### config.mk
export PLATFORM = sky130hd
export DESIGN_NAME = io_loader
export DESIGN_NICKNAME = d
export VERILOG_FILES = /design/src/rtl/io_loader.sv
export SDC_FILE = /design/constraint.sdc
export NUM_CORES = 1
export LEC_CHECK = 0
export CORE_MARGIN = 2
export CORE_UTILIZATION = 54
export DETAILED_ROUTE_END_ITERATION = 7
export PLACE_DENSITY = 0.84
export SLEW_MARGIN = 20
export SYNTH_ARGS = -nofsm -noshare
export SYNTH_HDL_FRONTEND = slang
export SYNTH_SLANG_ARGS = --single-unit
### constraint.sdc
create_clock -name clock -period 5 [get_ports clock]
set_input_delay 0.5 -clock clock [delete_from_list [all_inputs] [get_ports clock]]
set_output_delay 0.5 -clock clock [all_outputs]
set_load 0.1 [all_outputs]
### src/rtl/io_loader.sv
// io_loader: host-side byte loader in front of the CPU core I/O port.
// Collects framed bytes (header + MSB-first payload) from a valid/ready
// link, injects complete instruction words through interrupt/io_inst and
// publishes complete data words on io_din. Framing errors and
// end-of-load are reported back toward the host.
module io_loader #(
   parameter int BIT_INST = 32,
   parameter int BIT_DATA = 32,
   parameter int HOLD_CYC = 2,
   parameter int TIMEOUT  = 16
) (
   input  logic                clock,
   input  logic                reset,
   input  logic                rx_valid,
   input  logic [7:0]          rx_byte,
   output logic                rx_ready,
   output logic                interrupt,
   output logic [BIT_INST-1:0] io_inst,
   output logic [BIT_DATA-1:0] io_din,
   output logic                data_stb,
   output logic                err,
   output logic                done,
   output logic [15:0]         inst_cnt
);

   // The assembly register is as wide as the larger of the two word types.
   localparam int ASM_W      = (BIT_INST > BIT_DATA) ? BIT_INST : BIT_DATA;
   localparam int INST_BYTES = BIT_INST / 8;
   localparam int DATA_BYTES = BIT_DATA / 8;
   localparam int BCNT_W     = $clog2(ASM_W / 8 + 1);
   localparam int TO_W       = $clog2(TIMEOUT + 1);
   localparam int HOLD_W     = $clog2(HOLD_CYC + 1);

   // Header type field, bits [7:6] of the first byte of a frame.
   localparam logic [1:0] HDR_END  = 2'b10;
   localparam logic [1:0] HDR_RSVD = 2'b11;

   typedef enum logic [1:0] {
      IDLE,     // waiting for a header byte
      PAYLOAD,  // collecting payload bytes
      ISSUE,    // holding interrupt/io_inst for the core
      GAP       // one low cycle between injected instructions
   } state_t;

   state_t              state;
   state_t              next_state;
   logic                frame_is_data;
   logic [BCNT_W-1:0]   byte_cnt;
   logic [TO_W-1:0]     to_cnt;
   logic [HOLD_W-1:0]   hold_cnt;
   logic [ASM_W-1:0]    asm_word;

   logic                accept;
   logic [ASM_W-1:0]    asm_next;
   logic                last_byte;
   logic                timeout_hit;
   logic                hold_done;

   // Handshake, payload decode and next-state selection.
   always_comb begin
      // NOTE: every signal gets a value before any branch, so no latch is inferred.
      rx_ready    = !reset && (state == IDLE || state == PAYLOAD);
      accept      = rx_valid && rx_ready;
      asm_next    = (asm_word << 8) | ASM_W'(rx_byte);
      last_byte   = frame_is_data ? (byte_cnt == BCNT_W'(DATA_BYTES - 1))
                                  : (byte_cnt == BCNT_W'(INST_BYTES - 1));
      // A byte arriving on the timeout cycle wins over the timeout.
      timeout_hit = !accept && (to_cnt == TO_W'(TIMEOUT - 1));
      hold_done   = (hold_cnt == HOLD_W'(HOLD_CYC - 1));
      next_state  = state;
      case (state)
         IDLE:    if (accept && !rx_byte[7]) next_state = PAYLOAD;
         PAYLOAD: begin
            if (accept && last_byte) next_state = frame_is_data ? IDLE : ISSUE;
            else if (timeout_hit)    next_state = IDLE;
         end
         ISSUE:   if (hold_done) next_state = GAP;
         GAP:     next_state = IDLE;
         default: next_state = IDLE;
      endcase
   end

   // State register.
   always_ff @(posedge clock) begin
      // NOTE: sequential state uses non-blocking assignments so every flop samples pre-edge values.
      if (reset) state <= IDLE;
      else       state <= next_state;
   end

   // Datapath: word assembly, output registers, pulses and counters.
   always_ff @(posedge clock) begin
      if (reset) begin
         frame_is_data <= 1'b0;
         byte_cnt      <= '0;
         to_cnt        <= '0;
         hold_cnt      <= '0;
         asm_word      <= '0;
         interrupt     <= 1'b0;
         io_inst       <= '0;
         io_din        <= '0;
         data_stb      <= 1'b0;
         err           <= 1'b0;
         done          <= 1'b0;
         inst_cnt      <= '0;
      end else begin
         data_stb <= 1'b0;
         err      <= 1'b0;
         case (state)
            IDLE: begin
               if (accept) begin
                  done          <= (rx_byte[7:6] == HDR_END);
                  err           <= (rx_byte[7:6] == HDR_RSVD);
                  frame_is_data <= rx_byte[6];
                  byte_cnt      <= '0;
                  to_cnt        <= '0;
               end
            end
            PAYLOAD: begin
               if (accept) begin
                  asm_word <= asm_next;
                  byte_cnt <= byte_cnt + BCNT_W'(1);
                  to_cnt   <= '0;
                  if (last_byte) begin
                     if (frame_is_data) begin
                        io_din   <= asm_next[BIT_DATA-1:0];
                        data_stb <= 1'b1;
                     end else begin
                        io_inst   <= asm_next[BIT_INST-1:0];
                        interrupt <= 1'b1;
                        inst_cnt  <= inst_cnt + 16'd1;
                        hold_cnt  <= '0;
                     end
                  end
               end else if (timeout_hit) begin
                  // Partial word is simply abandoned; outputs keep old values.
                  err <= 1'b1;
               end else begin
                  to_cnt <= to_cnt + TO_W'(1);
               end
            end
            ISSUE: begin
               if (hold_done) interrupt <= 1'b0;
               else           hold_cnt  <= hold_cnt + HOLD_W'(1);
            end
            default: ;
         endcase
      end
   end

endmodule

### Word-level counts from Yosys, hierarchy flattened

Cells that the tools add are included.

* flip-flop bits (word level): 121
* input bits: 11
* output and inout port bits: 85
* logic and storage cells: 89

* add/sub/neg operators: 4
* equal/unequal tests: 17
* multiplexer cells: 28
* bitwise gates (word level): 5
* reduce and logical (&&, ||, !) cells: 22

Operators by type and width (count)
* $or 32x8->32: 1
* $mux 2: 9
* $add 16x1->16 const B: 1
* $mux 5: 3
* $ne 2x2->1 const B: 6
* $pmux 5 s2: 1
* $reduce_and 5->1: 2
* $reduce_and 3->1: 3
* $eq 2x2->1 const B: 4
* $mux 1: 8
* $pmux 2 s4: 1
* $reduce_and 4->1: 2
* $mux 3: 2
* $pmux 3 s2: 1
* $add 5x1->5 const B: 1
* $eq 5x4->1 const B: 1
* $logic_and 1x1->1: 5
* $eq 2x1->1 const B: 2
* $not 1->1: 4
* $pmux 1 s2: 2
* $pmux 2 s2: 1
* $reduce_and 2->1: 2
* $reduce_bool 2->1: 2
* $reduce_or 4->1: 1
* other kinds (9): 11

### Depth between registers and ports, before layout

* word-level depth: 9
* gate-level depth with buffers: 7
* mapped depth without buffers: 7

### Worst setup path after synthesis

No wires, ideal clock.

* path type: input to output
* start point: input port reset
* end point: output port rx_ready
* arrival: 2.350 ns
* required time: 4.500 ns
* path slack: 2.150 ns
* stages: 4
* cell sequence: clkbuf_1 clkbuf_1 buf_1 nor2_1

* longest elaborated chain between the ends: 2

Ends and longest elaborated chain
* start, declared: RTL line 13 `input logic reset,`
* $logic_not 1->1: RTL line 62 `rx_ready = !reset && (state == IDLE || state == PAYLOAD);`
* $logic_and 1x1->1: RTL line 62
* end, declared: RTL line 16 `output logic rx_ready,`

Every way passes these cells.

### Worst setup path in the final report

* start point: input port rx_valid
* end point: register io_din[20]

* longest elaborated chain between the ends: 2

Ends and longest elaborated chain
* start, declared: RTL line 14 `input logic rx_valid,`
* $logic_and 1x1->1: RTL line 63 `accept = rx_valid && rx_ready;`
* $reduce_and 4->1 (no source line)
* end signal, assigned: RTL line 125 `io_din <= asm_next[BIT_DATA-1:0];`
* end, declared: RTL line 19 `output logic [BIT_DATA-1:0] io_din,`

Every way passes these cells.
A chain may end at the register's enable or synchronous reset.

==> metrics.txt <==
diode count 0; fmax 0.353 GHz; dpl hpwl 7.12 mm; CTS tree done; DIE AREA 9020 um^2; wire per inst 15.2 um; DRT Wirelength 11.4 mm; DR DRC count 0; number of enable flip-flop cells after synthesis 0; synth unique cells 40; hold path cells 2; post-synthesis adder-cell area fraction 1.68%; vias in the first global route ~4000; DR vias 4116; Power Density about 360 nW/um^2; peak supply drop 331 uV; top-area cell type share of the netlist area between 50% and 60%; final setup vio count 0; Clock Tree Root clkbuf_8; layout cell share with drive strength beyond 1 6.63%; Die Span X 95.0 um; final design utilization 74.3%; status finished, final reports clean; Post-Synth Simple-Gate Area 23.6%; DR pass1 iterations 5; Worst EP required 5.44 ns; hold wc startpoint reset; Area contributors post-synth dfxtp_1 54%, nand2_1 16%, a21oi_1 12%; CP startpoint kind input pin; Hold Path Sink hold_cnt[1]$_SDFFE_PP0P_; hold buffer count at CTS 0; largest net degree at the start of global routing 85; initial antenna violation count 0; average size of a mapped cell 8.08 um^2; Clock Tree Buf Depth 2; Leakage 2.02 nW; Final Cell Area 6050 um^2; CTS buffer count 17; cell taking the most area after synthesis dfxtp_1; Seq/Total Area, Yosys 54.2%; Pins Over Slew Limit 0; Max-Cap Viols 0; Critical Path End Type flop; Synth Area in Compound Gates between 10 and 15%; Tcrit/Tclk final 56.6%; crit path max fanout 33; total negative slack 0 ns; RSZ-0062 raised after global routing false; Syn Std Cell Area 4470 um^2; final hold vios 0; row count 33; Ports 96; Post-Synth XOR/XNOR Area around 2.2%; GRT Total Usage 27.1%; Reg2Reg Depth 7; total grt overflow 0; buffers added on ports 95; RR Endpoint io_din[20]$_SDFFE_PP0P_; Clock Pin Slew Worst Setup and Hold Paths about 0.06 ns; Hold Path Class input pin to flop; Tmin final 2.83 ns; htree depth 4; area grow syn2layout 35.3%; Async SR Flop Fraction 0%; most frequent cell after synthesis nand2_1; DP Area about 5500 um^2; Iteration-0 DRC Markers roughly 300; via density per instance 5.46; synth cell count leaders 185 x nand2_1, 121 x dfxtp_1, 103 x a21oi_1; largest family of logic cells by synthesized area simple AND/OR/NAND/NOR gates; Starting Density 54.9%; Die Ht 95.0 um; Yosys warning total 0; ANT nets after route 0; Post CTS Setup Buffer Count 0; CTS sink cnt around 120; Max transition margin a little under a third; # nets final 653; Worst-Margin Slew 1.02 ns; Clock Skew about 0.0077 ns; CORE AREA 8130 um^2; critical path arrival between 3 and 4 ns; first-pass GRT wire length approximately 19 mm; mux contribution to synthesized area less than 1%; CTS resizes 0; reg2reg setup slack 2.30 ns; later-pin clock latency in the skew report approximately 0.52 ns; ys flop type dfxtp_1; crit path kind input pin to flop; synthesized instance count 553; syn_nets between 500 and 600; Seq cells post-synth about 120; GP Congestion between 0.8 and 0.9
kinds of logic after synthesis:
group,Yosys count
AO/OA/AOI/OAI,119
XOR/XNOR,11
adder cells (fa/ha/maj),6
buffers and inverters,44
flip-flops,121
multiplexers,2
AND/OR/NAND/NOR,250
area by class of cell:
type	instances	area, um^2
Tap cell	105	131
Sequential cell	121	2420
Fill cell	591	2090
Clock buffer	21	459
Clock inverter	11	121
Multi-Input combinational cell	388	1900
Inverter	8	30.0
Timing Repair Buffer	100	986
worst max path at each step:
stage	start	slack, ns	cells after the start	end
after floorplan	reset	2.15	4	rx_ready
after global routing	rx_valid	1.99	8	io_din[1]$_SDFFE_PP0P_
final	rx_valid	2.17	8	io_din[20]$_SDFFE_PP0P_
after detailed placement	rx_valid	1.75	8	io_din[20]$_SDFFE_PP0P_
after CTS	rx_valid	2.21	8	io_din[20]$_SDFFE_PP0P_
after global placement	rx_valid	1.85	6	hold_cnt[1]$_SDFFE_PP0P_
critical path, stage by stage:
cell and delay, ns:
clkdlybuf4s50_1 0.59, nor4bb_4 0.32, buf_4 0.36, nand3_1 0.12, buf_4 0.26, inv_1 0.75
nand2_1 0.17, a21oi_1 0.17
through the flow:
stage | hold slack (ns) | setup WS (ns) | power, mW | std cells
final | 0.380 | 2.17 | 2.20 | 754
after global placement | 0.443 | 1.85 | 1.04 | 722
after global routing | 0.416 | 1.99 | 2.26 | 754
after floorplan | 0.445 | 2.15 | 1.03 | 553
after detailed placement | 0.446 | 1.75 | 1.05 | 722
after CTS | 0.384 | 2.21 | 2.20 | 754
routing by layer:
layer / GRT usage [%] / share of wire, % / vias up / routed length [um]
li1: - / - / 2001 / -
met1: 33.6 / 42 / 1932 / 4770
met2: 45.2 / 50 / 154 / 5720
met3: 6.38 / 5.9 / 29 / 674
met4: 11.2 / 2.3 / 0 / 267
met5: 0 / 0 / - / 0
cells in the final DEF (no fill, tap or decap), types with 4 or more instances in the layout:
cell	synthesis	layout
clkdlybuf4s50_1	0	94
xnor2_1	4	4
o31ai_1	5	5
inv_1	8	8
clkbuf_16	0	16
clkinv_2	0	4
nor2_1	27	26
ha_1	6	6
nand4_1	4	4
nand2_1	185	184
o21ai_0	4	4
a21oi_1	103	103
nand3_1	7	7
xor2_1	7	7
buf_4	0	6
or4_1	5	5
dfxtp_1	121	121
clkbuf_8	0	4
where the power goes:
group          internal, mW  leakage [nW]  switching, mW  total [mW]
Clock                 0.746         0.284          0.428        1.17
Sequential            0.968         0.975        0.00431       0.973
Combinational        0.0164         0.758         0.0367      0.0531
Total                  1.73          2.02          0.469        2.20
flip-flops by register name, indices dropped and copies added, names as in the netlist, named ones only:
signal,count
state,1
done,1
data_stb,1
to_cnt,5
interrupt,1
io_inst,32
byte_cnt,3
io_din,32
asm_word,24
frame_is_data,1
err,1
hold_cnt,2
inst_cnt,16
Note: power is estimated with default switching activity, not from simulation.
